[src/rtl/serial_addsub_ctrl.sv]
// Bit-serial add/subtract unit: one full-adder cell stepped LSB-first over WIDTH cycles.
// Optional signed-overflow output enabled by defining SERIAL_ADDSUB_OVF_EN.

module full_adder_cell (
  input  logic a,
  input  logic b,
  input  logic cin,
  output logic sum,
  output logic cout
);
  assign sum  = a ^ b ^ cin;
  assign cout = (a & b) | (cin & (a ^ b));
endmodule

module serial_addsub_ctrl #(
  parameter int WIDTH = 32,
  parameter int CNT_W = $clog2(WIDTH)
) (
  input  logic             clk,
  input  logic             rst_n,
  input  logic             start,
  input  logic             op,
  input  logic [WIDTH-1:0] a,
  input  logic [WIDTH-1:0] b,
`ifdef SERIAL_ADDSUB_OVF_EN
  output logic             ovf,
`endif
  output logic             busy,
  output logic             done,
  output logic [WIDTH-1:0] result,
  output logic             cout
);

  typedef enum logic [1:0] {IDLE, RUN, DONE} state_t;

  localparam logic [CNT_W-1:0] CNT_LAST = CNT_W'(WIDTH - 1);

  state_t           state, state_nxt;
  logic             load, step, last;
  logic [WIDTH-1:0] sa, sb;
  logic             carry;
  logic [CNT_W-1:0] cnt;
  logic             cell_sum, cell_cout;

  full_adder_cell u_fa (
    .a   (sa[0]),
    .b   (sb[0]),
    .cin (carry),
    .sum (cell_sum),
    .cout(cell_cout)
  );

  assign last = (cnt == CNT_LAST);

  always_ff @(posedge clk or negedge rst_n) begin
    if (!rst_n) state <= IDLE;
    else        state <= state_nxt;
  end

  always_comb begin
    state_nxt = state;
    load      = 1'b0;
    step      = 1'b0;
    busy      = 1'b0;
    done      = 1'b0;
    case (state)
      IDLE: begin
        if (start) begin
          load      = 1'b1;
          state_nxt = RUN;
        end
      end
      RUN: begin
        busy = 1'b1;
        step = 1'b1;
        if (last) state_nxt = DONE;
      end
      DONE: begin
        done = 1'b1;
        if (start) begin
          load      = 1'b1;
          state_nxt = RUN;
        end else begin
          state_nxt = IDLE;
        end
      end
      default: state_nxt = IDLE;
    endcase
  end

  // Subtraction is a + ~b + 1: invert B at load and seed the carry with op.
  always_ff @(posedge clk or negedge rst_n) begin
    if (!rst_n) begin
      sa     <= '0;
      sb     <= '0;
      carry  <= 1'b0;
      cnt    <= '0;
      result <= '0;
      cout   <= 1'b0;
`ifdef SERIAL_ADDSUB_OVF_EN
      ovf    <= 1'b0;
`endif
    end else if (load) begin
      sa    <= a;
      sb    <= op ? ~b : b;
      carry <= op;
      cnt   <= '0;
    end else if (step) begin
      sa     <= sa >> 1;
      sb     <= sb >> 1;
      carry  <= cell_cout;
      cnt    <= cnt + CNT_W'(1);
      result <= {cell_sum, result[WIDTH-1:1]};
      if (last) begin
        cout <= cell_cout;
`ifdef SERIAL_ADDSUB_OVF_EN
        // carry still holds the carry into the MSB on the final step
        ovf  <= carry ^ cell_cout;
`endif
      end
    end
  end

endmodule

[config.mk]
export PLATFORM = sky130hd
export DESIGN_NAME = serial_addsub_ctrl
export DESIGN_NICKNAME = d
export VERILOG_FILES = /design/src/rtl/serial_addsub_ctrl.sv
export SDC_FILE = /design/constraint.sdc
export NUM_CORES = 1
export LEC_CHECK = 0
export BUFFER_PORTS_ARGS = -buffer_cell sky130_fd_sc_hd__buf_4
export CAP_MARGIN = 10
export CORE_MARGIN = 1.5
export CORE_UTILIZATION = 25
export CTS_CLUSTER_DIAMETER = 50
export CTS_CLUSTER_SIZE = 10
export DETAILED_ROUTE_END_ITERATION = 12
export GPL_TIMING_DRIVEN = 0
export PLACE_DENSITY_LB_ADDON = 0.25
export REMOVE_ABC_BUFFERS = 1
export SYNTH_ARGS = -nofsm -noshare
export SYNTH_HDL_FRONTEND = slang
export SYNTH_SLANG_ARGS = --single-unit
[constraint.sdc]
create_clock -name clk -period 1.35 [get_ports clk]
set_input_delay 0.0675 -clock clk [delete_from_list [all_inputs] [get_ports clk]]
set_output_delay 0.0675 -clock clk [all_outputs]
set_load 0.005 [all_outputs]
==> results.md, run 1 <==
Power:
- The maximum vdd ir drop is 678 uV.
- The leakage component of the power is about 3.3 nW.
- For this design the ratio of total power to cell area is 1990 nW/um2.

Timing:
- On the final layout, the worst clock skew is approximately 0.0074 ns.
- At the pin with the least slew margin, the transition time is 0.703 ns.
- The maximum operating frequency is 0.691 GHz.
- The minimum period implied by the final worst setup slack is ~1.4 ns.
- The smallest setup slack after layout is -0.0973 ns.
- The number of failing hold endpoints at the final stage is 0.
- The worst pin sits at a relative slew slack of approximately 53%.
- The number of pins with negative max-slew slack in the final report came to 0.
- Setup repair after global routing could not meet its margin everywhere.
- The final critical path takes up 107% of the cycle.
- The final hold slack is 0.0108 ns.
- Setup violations remaining at the end of the flow were counted as 28.

Hold path:
- The number of cells traversed by the worst hold path is 4.
- The path class of the tightest hold or removal check is in -> reg.

Routing:
- The overall via count from detail_route is 4155.
- The routed length per placed instance is 15.2 um.
- Wires add up to about 14000 um.
- The total iterations of the first detailed-routing run is 4.
- For this run, design rule violations remaining after detail routing come to 0.
- The number of vias per cell is approximately 4.6.
- After the first detailed-routing iteration, the DRC count stood at 179.
- The number of nets with antenna violations after routing is 0.

Clock network:
- The number of H-tree levels is 3.
- The number of buffers on the longest clock path is 2.
- The clock net in this run drives a total of 105 sinks.
- The clock insertion delay at the later pin of the skew report is 0.35 ns.
- TritonCTS built the clock tree.
- Buffers inserted during clock tree synthesis total 9.
- After clock tree synthesis, the clock-pin slew on the worst setup and hold paths is 0.07 ns.
- Clock tree synthesis selected as its root buffer the cell clkbuf_16.

Die:
- The die span in y is 141 um.
- In this run the standard cell core region covers 18700 um2.
- The floorplan has 50 rows.
- The floorplan step defined a die boundary enclosing 19900 um2.
- The initial utilization of the core area, before any placement, comes to 25.4%.
- In this run the count of I/O pins placed on the die edge is 103.
- The die width is ~140 um.

Placed design:
- The congestion estimate from routability-driven global placement came to 0.706.
- The setup slack after placement is -1.03 ns.
- Port buffering added approximately 100 buffers.
- The placed wire-length estimate is 6570 um.
- The placed cell count is 820.

GRT:
- The first-pass GRT wire length is 21700 um.
- The sum of overflow across all layers after global routing is 0.
- The number of antenna violations at the first check in global routing is 1.
- The global-route usage over all layers is 14.2%.
- Entering global routing, the biggest net connects 56 pins.
- The number of global-route vias before repair is 3956.

Worst setup path:
- The startpoint type of the worst setup path is a flop.
- The startpoint identified for the worst register-to-register timing path is cnt[0].
- The required time reported for the critical path endpoint is 1.58 ns.
- The depth of the worst register-to-register path is 5.
- The highest fanout seen on the critical path is 2.
- The worst reg2reg path endpoint is cout.
- The worst register-to-register path has a setup slack of -0.1 ns.
- The capturing instance or port of the critical path is cout.
- The critical path starts at cnt[0].
- The critical path data arrival time is 1.68 ns.
- The critical setup path kind is reg -> reg.
- STA classifies the critical path endpoint as a flop.

Yosys:
- Yosys mapped the design onto 30 distinct sky130hd cell types.
- Counting every instance in the synthesized netlist gives 521.
- Among all flip-flop cells after synthesis, the most frequent one is dfrtp_1.
- The share of synthesized registers carrying an async set or reset is 100%.
- By count the netlist is led by 193 x nand2_1, 105 x dfrtp_1, 62 x nor2_1.
- The warning count from the yosys run is 0.
- The most instantiated library cell after synthesis is nand2_1.
- After synthesis the cells add up to 4750 um2.
- The cell type contributing the most total cell area after synthesis is dfrtp_1.
- Of the synthesized area, sequential elements account for 55.3%.
- The share of Yosys cell area claimed by the top area cell type is a little under three fifths.
- After synthesis, the cell types taking the most area are dfrtp_1 55%, nand2_1 15%, a31oi_1 6.1%, nor2_1 4.9%, xor2_1 3.3%.
- The post-synthesis average cell area is 9.12 um2.
- The flop and latch count out of synthesis is 105.
- The number of enable-type register cells in the synthesized netlist is 0.

Finish:
- The net count of the finished layout is 730.
- In the final layout, the share of cells above drive strength 1 is between 20% and 30%.
- Excluding fillers, the count of instances in the completed layout stands at about 900.
- The area growth from synthesis to layout is 44.5%.

Run:
- Across the run, the number of max-cap violations was 0.

Status:
- The run finished, with violations left.
- The final reports fail on setup timing.
==> layout make-up <==
| class | instances | area (um2) |
|---|---|---|
| antenna | 1 | 2.50 |
| clock buffer | 10 | 239 |
| clock inverter | 5 | 80.1 |
| fill | 1878 | 11800 |
| inverter | 1 | 20.0 |
| multi-input combinational | 379 | 2070 |
| sequential | 105 | 2630 |
| tap | 234 | 293 |
| timing repair buffer | 160 | 1490 |
| timing repair inverter | 3 | 47.5 |
==> stage by stage <==
stage	instance area (um2)	TNS [ns]	utilization (%)	power, mW
after global routing	6870	-5.79	36.7	14.7
after global placement	5580	-393.52	29.8	9.40
final	6870	-1.23	36.7	13.7
after CTS	6740	-1.27	36.0	13.6
after floorplan	4520	-190.81	-	8.43
after detailed placement	5680	-67.75	30.4	9.60
==> how the worst min path moves through the flow <==
stage | from | endpoint | slack, ns
after global placement | a[0] | sa[0] | 0.30
after CTS | b[28] | sb[28] | 0.0004
after floorplan | rst_n | carry | -0.23
final | b[30] | sb[30] | 0.01
after detailed placement | rst_n | result[21] | 0.16
after global routing | b[28] | sb[28] | 0.007
==> registers in the layout (all words and copies together), names as in the netlist <==
signal / cells
state: 2
sa: 32
carry: 1
cout: 1
result: 32
sb: 32
cnt: 5
==> layer usage <==
layer	global-route usage, %	share of wire [%]
met3	2.82	4.6
met2	22.9	48
met4	4.99	1.3
met5	0	0
met1	19.0	46
==> layout by cell type, fill, tap and decap left out, drive strengths merged, types with 2 or more instances in the layout <==
| master | n |
|---|---|
| mux2 | 2 |
| clkinvlp | 2 |
| mux2i | 2 |
| a22o | 3 |
| xor2 | 18 |
| a221o | 14 |
| dfrtp | 105 |
| ha | 2 |
| o21ai | 2 |
| nor3 | 2 |
| nand3 | 2 |
| nor2 | 63 |
| dlygate4sd3 | 34 |
| o22ai | 2 |
| a31oi | 46 |
| nand2b | 6 |
| xnor2 | 14 |
| inv | 4 |
| nor2b | 2 |
| nand2 | 193 |
| clkbuf | 12 |
| bufinv | 2 |
| buf | 123 |
==> what timing repair did <==
item / CTS / global route
pin swaps: 15 / 18
cloned: 10 / 2
hold endpoints to repair: 83 / 0
endpoints found under the setup margin: 104 / 100
hold buffers: 34 / 0
resized for setup: 35 / 15
setup buffers: 15 / 2
==> kinds of logic after synthesis <==
logic type,Yosys count,synth area share [%]
mux,4,0.895
simple gates,267,21.7
flops,105,55.3
xor+xnor,32,5.90
compound gates,69,10.3
buf+inv,41,4.97
fa+ha+maj,3,0.948
==> power by group <==
part / internal [mW] / leakage (nW) / switching, mW
clock network: 1.66 / 0.151 / 1.19
logic: 2.70 / 1.80 / 2.63
registers: 4.59 / 1.30 / 0.921
total: 8.95 / 3.25 / 4.74
==> worst max-delay path: stages (launching register included) <==
cell	delay (ns)
dfrtp_1	0.40
ha_2	0.19
and3_4	0.18
ha_4	0.15
and2_4	0.15
mux2_2	0.26
No activity file was read; power rests on OpenSTA's default activity.
==> inputs of run 2 (changes only) <==
Clock period 1.35 ns to 1.6 ns, I/O delays scaled along.
==> run 2 against run 1 <==
Against the previous run: the run now ends clean; die area unchanged; clock skew rose by 0.0020 ns; design area down 7.6%; core utilization shrank 2.8 points; critical endpoint is now sb[15].
==> results.md, run 2 (synthesized netlist as in run 1, its figures left out) <==
Power:
- The maximum vdd ir drop came to 565 uV (-17%).
- The switching power is 3.72 mW (-22%).
- The leakage component of the power is 3.04 nW (-6.6%).
- The fraction of power spent switching nets is 34.4% (-0.19 points).
- The logic gate share of total power was 34.9% (-4.0 points).
- The sequential cell fraction of total power is 42.7% (+2.5 points).
- The clock share of power is 22.4% (+1.6 points).
- The power density of the placed cells is 1700 nW/um2 (-15%).
- The internal power was 7.08 mW (-21%).

Routing:
- The total iterations of the first detailed-routing run is 4 (unchanged).
- The number of vias per cell is 4.55 (-1.7%).
- The final routed DRC violation total is 0 (unchanged).
- The routed length per placed instance is 14.4 um (-5.3%).
- The aggregate routed wire length is 12500 um (-8.6%).
- The number of nets with antenna violations after routing is 0 (unchanged).
- The overall via count from detail_route is 3943 (-5.1%).
- The number of violations reported at the end of detailed-routing iteration 0 is 211 (+18%).

Die:
- The number of rows in the core area was 50 (unchanged).
- The core area is 18700 um2 (unchanged).
- The initial core utilization is 25.4% (unchanged).
- The number of placed I/O pins is 103 (unchanged).
- The die span in y was 141 um (unchanged).
- The die width is 141 um (unchanged).
- The die outline area is 19900 um2 (unchanged).

GRT:
- The global-route usage over all layers was 12.6% (-1.6 points).
- The first-pass GRT wire length is 19600 um (-9.7%).
- The number of antenna violations at the first check in global routing is 1 (unchanged).
- The maximum number of pins on one net before global-route repair is 74 (+32%).
- The number of global-route vias before repair came to 3695 (-6.6%).
- The sum of overflow across all layers after global routing came to 0 (unchanged).

Clock network:
- The total CTS buffers came to 9 (unchanged).
- The CTS tree is done.
- In this run the clock root is driven by a clkbuf_16.
- The number of buffers on the longest clock path is 2 (unchanged).
- The clock transition at the register clock pins on the worst setup and hold paths after CTS is 0.07 ns (about the same).
- The number of H-tree levels was 3 (unchanged).
- The number of clock sinks is 105 (unchanged).
- The clock insertion delay at the later pin of the skew report is 0.35 ns (about the same).

Placed design:
- The port buffer count was 102 (unchanged).
- The placed wire-length estimate is 6570 um (unchanged).
- The placed cell count is 820 (unchanged).
- The instance area at placement is 5680 um2 (unchanged).
- The final weighted congestion of routability-driven global placement came to 0.706 (unchanged).
- The setup slack after placement is -0.780 ns (+0.250 ns).

Finish:
- The net count of the finished layout is 699 (-4.2%).
- The number of cells in the finished layout apart from fillers is 867 (-3.5%).
- The proportion of layout cells with a drive suffix above 1 came to 22.8% (-3.5 points).
- The area growth from synthesis to layout is 33.5%.
- In the layout the commonest cells are 193 x nand2_1, 108 x buf_4, 104 x dfrtp_1.
- The most common cell after layout, fill and taps aside is nand2_1.
- The final design area excluding fillers is 6350 um2 (-7.6%).
- The largest registers in the layout are result: 32 flops, sa: 32 flops, sb: 32 flops.

Timing:
- The maximum operating frequency came to 0.646 GHz (-6.5%).
- The minimum period implied by the final worst setup slack is 1.55 ns (+0.100 ns).
- The number of pins with negative max-slew slack in the final report was 0 (unchanged).
- The number of failing hold endpoints at the final stage was 0 (unchanged).
- The worst relative slew slack is 53.0% (-0.20 points).
- The setup total negative slack is 0 ns (+1.23 ns).
- The final critical-path share of the clock period was 96.7% (-10 points).
- The smallest setup slack after layout is 0.0523 ns (+0.150 ns).
- The final hold slack was 0.00901 ns (-0.00182 ns).
- Setup repair after global routing could not meet its margin everywhere.
- The post-route clock skew is 0.00940 ns (+0.00197 ns).
- The total setup violations reported at the end of the flow is 0 (-100%).
- The slew of the pin with the lowest slew margin is 0.706 ns (+0.00305 ns).

Status:
- The run finished with clean final reports.

Worst setup path:
- The required time reported for the critical path endpoint came to 1.83 ns (+0.25 ns).
- The minimum setup slack among reg-to-reg paths came to 0.05 ns (+0.15 ns).
- The slowest stage of the critical path belongs to the cell dfrtp_2.
- The highest fanout seen on the critical path is 51 (+49).
- Walking the worst path, the cells encountered are nand2b_4, inv_8, a221o_1.
- The critical path is of the reg -> reg type.
- On the critical path the largest part of the delay comes from flip-flops.
- STA classifies the critical path endpoint as a flop.
- The worst setup path is launched from a flop.
- The maximum single-stage delay on the critical path is 0.49 ns (+0.09 ns).
- The critical path data arrival time came to 1.78 ns (+0.10 ns).
- The number of buffer and inverter stages on the critical path is 1 (+1).

Run:
- The max-cap violation count is 0 (unchanged).

Hold path:
- The worst hold path class is in -> reg.
[run 2: cell count changes in the layout (fill, tap and decap cells not counted), moves of 3 or more]
cell           change
nand2_4            -3
a31oi_1            +3
nand2_2            -7
dlygate4sd3_1     -17
nand2b_4           -3
nand2_1           +10
buf_6              -5
[run 2: power groups by stage]
stage	clock network, mW	logic (mW)	registers [mW]
final	2.42	3.77	4.61
after global routing	2.60	4.28	4.79
after CTS	2.50	3.73	4.61
after detailed placement	0	3.47	4.63
after global placement	0	3.42	4.71
after floorplan	0	2.13	4.52
[run 2: timing repair]
action                     CTS  global route
pin swaps                    1             1
hold endpoints to repair    66             0
resized for setup            6             5
setup buffers                3             4
gates cloned                 5             2
setup endpoints to repair  104            15
hold buffers                17             0
[run 2: path summary, 6_finish.rpt]
kind,end,cells after the start,start
worst max-delay path,sb[15],3,state[0]
worst min-delay path,sa[9],3,a[9]
worst max register to register,sb[15],3,state[0]
worst min register to register,cnt[3],1,cnt[3]
max in group asynchronous,sb[10],3,rst_n
min in group asynchronous,result[20],2,rst_n
[run 2: worst min-delay path, cell delays in order]
cell and delay, ns:
buf_4 0.08, nor2_1 0.04, a31oi_1 0.13
[run 2: cell type report]
type / count / area [um2]
inverters: 1 / 20.0
well taps: 234 / 293
repair buffers: 130 / 1110
clock buffers: 10 / 239
diodes: 1 / 2.50
flip-flops and latches: 105 / 2630
multi-input cells: 378 / 1940
clock inverters: 5 / 80.1
fillers: 1929 / 12400
repair inverters: 3 / 31.3
[run 2: routing by layer]
layer  up-vias  share of wire, %  track usage (%)
li1       1927                 -                -
met1      1913                49             17.2
met2        90                45             19.7
met3        13               4.3             2.65
met4         0               1.9             4.93
met5         -                 0                0
[run 2: stage by stage]
step | power [mW] | utilization, %
CTS | 10.8 | 33.5
floorplan | 6.65 | -
finish | 10.8 | 33.9
global placement | 8.13 | 29.8
global route | 11.7 | 33.9
detailed placement | 8.10 | 30.4
==> inputs of run 3 (changes only) <==
Settings changed: SYNTH_HIERARCHICAL set to 1.
==> run 3 against run 2 <==
Against the previous run: global-route usage rose by 0.91 points; worst hold slack got worse by 0.0013 ns; core utilization up 0.40 points; non-clock buffer count shrank 1; synthesized area is essentially flat; final cell count grew 1.4%; wire length rose by 5.1%; critical endpoint is now cout; die area about the same; largest cell class unchanged; maximum frequency shrank 0.43%.
==> results.md, run 3 <==
Status:
- The flow ran to the end, and the final reports show no timing, DRC or antenna violations.

Placed design:
- The setup slack after placement is -0.754 ns (+0.0260 ns).
- The final weighted congestion of routability-driven global placement is 0.709 (+0.37%).
- The placed wire-length estimate was 7050 um (+7.4%).
- The port buffer count came to 102 (unchanged).
- The instance area at placement is 5710 um2 (+0.51%).

Timing:
- The final critical-path share of the clock period is 97.1% (+0.42 points).
- The total setup violations reported at the end of the flow is 0 (unchanged).
- The maximum operating frequency is 0.643 GHz (-0.43%).
- The slew of the pin with the lowest slew margin came to 0.796 ns (+0.0899 ns).
- The minimum period implied by the final worst setup slack is 1.55 ns (+0.00673 ns).
- The setup total negative slack came to 0 ns (unchanged).
- The number of failing hold endpoints at the final stage is 0 (unchanged).
- The worst relative slew slack was 47.0% (-6.0 points).
- The smallest setup slack after layout is 0.0456 ns (-0.00673 ns).
- The post-route clock skew is 0.00857 ns (-0.000834 ns).
- The number of pins with negative max-slew slack in the final report is 0 (unchanged).
- The final hold slack was 0.00770 ns (-0.00131 ns).

Worst setup path:
- The highest fanout seen on the critical path is 3 (-94%).
- The critical path data arrival time was 1.79 ns (about the same).
- The startpoint type of the worst setup path is a flop.
- The worst setup path is captured at a flop.
- The critical setup path kind is reg -> reg.
- The minimum setup slack among reg-to-reg paths is 0.05 ns (about the same).
- The required time reported for the critical path endpoint is 1.83 ns (about the same).

Yosys:
- The post-synthesis share of cell area spent on and, or, nand and nor gates was 22.7% (+0.99 points).
- The cell count after synthesis is 534 (+2.5%).
- The post-synthesis share of cell area spent on xor and xnor gates was 6.09% (+0.19 points).
- In the post-synthesis netlist, the biggest area contributors are dfrtp_1 55%, nand2_1 16%, a31oi_1 7.1%, nor2_1 5.1%, xor2_1 4.8%.
- nand2_1 is the most common cell in the netlist.
- The post-synthesis average cell area is 8.89 um2 (-2.5%).
- The biggest area contributor in the post-synthesis netlist is dfrtp_1.
- The area fraction in compound gates after synthesis came to 9.93% (-0.36 points).
- The sequential area share after synthesis was 55.3% (about the same).
- The number of enable-type register cells in the synthesized netlist came to 0 (unchanged).
- The number of unique standard cell types used by synthesis is 29 (-3.3%).
- The share of synthesized cell area in full adder, half adder and majority cells is 0.948% (about the same).
- In the synthesized netlist, the cells that appear most often are 207 x nand2_1, 105 x dfrtp_1, 64 x nor2_1.
- The fraction of synthesized area in multiplexers is 0.448% (-0.45 points).
- The warning count from the yosys run is 6 (+6).
- The synthesized cell area was 4750 um2 (about the same).
- The share of Yosys cell area claimed by the top area cell type came to 55.3% (about the same).
- Among all flip-flop cells after synthesis, the most frequent one is dfrtp_1.
- The flop and latch count out of synthesis is 105 (unchanged).
- By area, the combinational part of the netlist is dominated by simple AND/OR/NAND/NOR gates.
- The share of synthesized registers carrying an async set or reset came to 100% (unchanged).

Die:
- The die span in y is 141 um (about the same).
- The core area is 18600 um2 (-0.33%).
- The number of rows in the core area came to 50 (unchanged).
- The die outline area is 19800 um2 (about the same).
- The initial core utilization is 25.5% (+0.065 points).
- The die width was 141 um (about the same).
- The number of placed I/O pins is 103 (unchanged).

Routing:
- The aggregate routed wire length is 13100 um (+5.1%).
- The number of violations reported at the end of detailed-routing iteration 0 came to 191 (-9.5%).
- The number of nets with antenna violations after routing is 0 (unchanged).
- The total iterations of the first detailed-routing run is 6 (+2).
- The overall via count from detail_route is 3989 (+1.2%).
- The number of vias per cell is 4.54 (-0.21%).
- The final routed DRC violation total was 0 (unchanged).
- The routed length per placed instance is 15.0 um (+3.6%).

Power:
- The power density of the placed cells is 1700 nW/um2 (-0.44%).
- The leakage component of the power is 3.11 nW (+2.3%).
- The final total power came to 10.8 mW (+0.38%).
- The maximum vdd ir drop was 475 uV (-16%).

GRT:
- The global-route usage over all layers is 13.5% (+0.91 points).
- The number of antenna violations at the first check in global routing is 0 (-1).
- The number of global-route vias before repair is 4028 (+9.0%).
- The maximum number of pins on one net before global-route repair is 58 (-22%).
- The sum of overflow across all layers after global routing is 0 (unchanged).
- The first-pass GRT wire length is 21000 um (+7.2%).

Clock network:
- The total CTS buffers was 9 (unchanged).
- The root buffer cell is clkbuf_16.
- The number of H-tree levels is 3 (unchanged).
- The clock transition at the register clock pins on the worst setup and hold paths after CTS was 0.07 ns (about the same).
- The CTS tree is done.
- The number of clock sinks is 105 (unchanged).
- The number of buffers on the longest clock path was 2 (unchanged).
- The clock insertion delay at the later pin of the skew report is 0.35 ns (about the same).

Finish:
- The largest registers in the layout are result: 32 flops, sa: 32 flops, sb: 32 flops.
- The count of antenna diodes in the layout came to 0 (-1).
- The final design area excluding fillers was 6400 um2 (+0.83%).
- The net count of the finished layout was 711 (+1.7%).
- The library cell used most frequently in the layout, excluding fill and tap cells, is nand2_1.
- From synthesis to final layout, the design area changed by 34.7%.
- The library cells used most frequently in the layout, excluding fill and tap cells, are 207 x nand2_1, 107 x buf_4, 104 x dfrtp_1.
- The proportion of layout cells with a drive suffix above 1 is 22.3% (-0.46 points).

Hold path:
- The min-delay analysis places its worst path in the category in -> reg.

Run:
- The max-cap violation count is 0 (unchanged).
run 3: cell types whose count changed after synthesis, moves of 2 or more:
cell / delta
a221o_1: -7
a31oi_1: +8
buf_2: -11
clkbuf_1: +10
nand2_1: +14
nor2_1: +2
xnor2_1: -7
xor2_1: +8
run 3: cell type report:
cell class / count / area [um2]
repair buffers: 129 / 1150
flip-flops and latches: 105 / 2630
inverters: 1 / 20.0
multi-input cells: 392 / 1950
clock inverters: 6 / 91.3
fillers: 1916 / 12200
repair inverters: 2 / 17.5
well taps: 234 / 293
clock buffers: 10 / 239
run 3: timing repair:
item                                    4_1_cts  5_1_grt
pin swaps                                     0        0
endpoints found under the setup margin       92       11
resized for setup                            10        1
hold buffers                                 14        0
hold endpoints to repair                     69        0
cloned                                        7        1
buffers inserted                              5        1
run 3: metrics by stage:
stage,std cells,util (%)
finish,879,34.3
global route,879,34.3
CTS,877,34.1
detailed placement,835,30.6
global placement,831,30.0
floorplan,495,-
run 3: worst paths after layout:
check                                   to  depth (start not counted)       from
worst max-delay path                  cout                          5     cnt[0]
worst min register to register   result[0]                          2  result[0]
worst max register to register        cout                          5     cnt[0]
max in group asynchronous           sa[20]                          3      rst_n
worst min-delay path                 sa[2]                          3       a[2]
min in group asynchronous       result[20]                          2      rst_n
run 3: cells by family (layout without fill, tap and decap cells):
family	count (synthesis)	in the layout
compound gates	70	70
xor+xnor	33	33
fa+ha+maj	3	3
buf+inv	40	148
flops	105	105
mux	2	2
simple gates	281	284
run 3: metal layers:
metal | GRT usage (%) | part of all wire, %
met1 | 17.3 | 47
met2 | 23.0 | 48
met3 | 2.41 | 3.5
met4 | 4.77 | 1.5
met5 | 0 | 0
run 3: report_power, final:
group	total [mW]	internal [mW]	switching, mW
Sequential	4.65	3.88	0.768
Clock	2.45	1.42	1.03
Combinational	3.75	1.83	1.92
Total	10.8	7.13	3.72
run 3: critical path, cell delays in order (launching register included):
cell     delay, ns
dfrtp_1       0.40
ha_2          0.21
and3_1        0.17
ha_1          0.15
and2_1        0.16
mux2_2        0.35
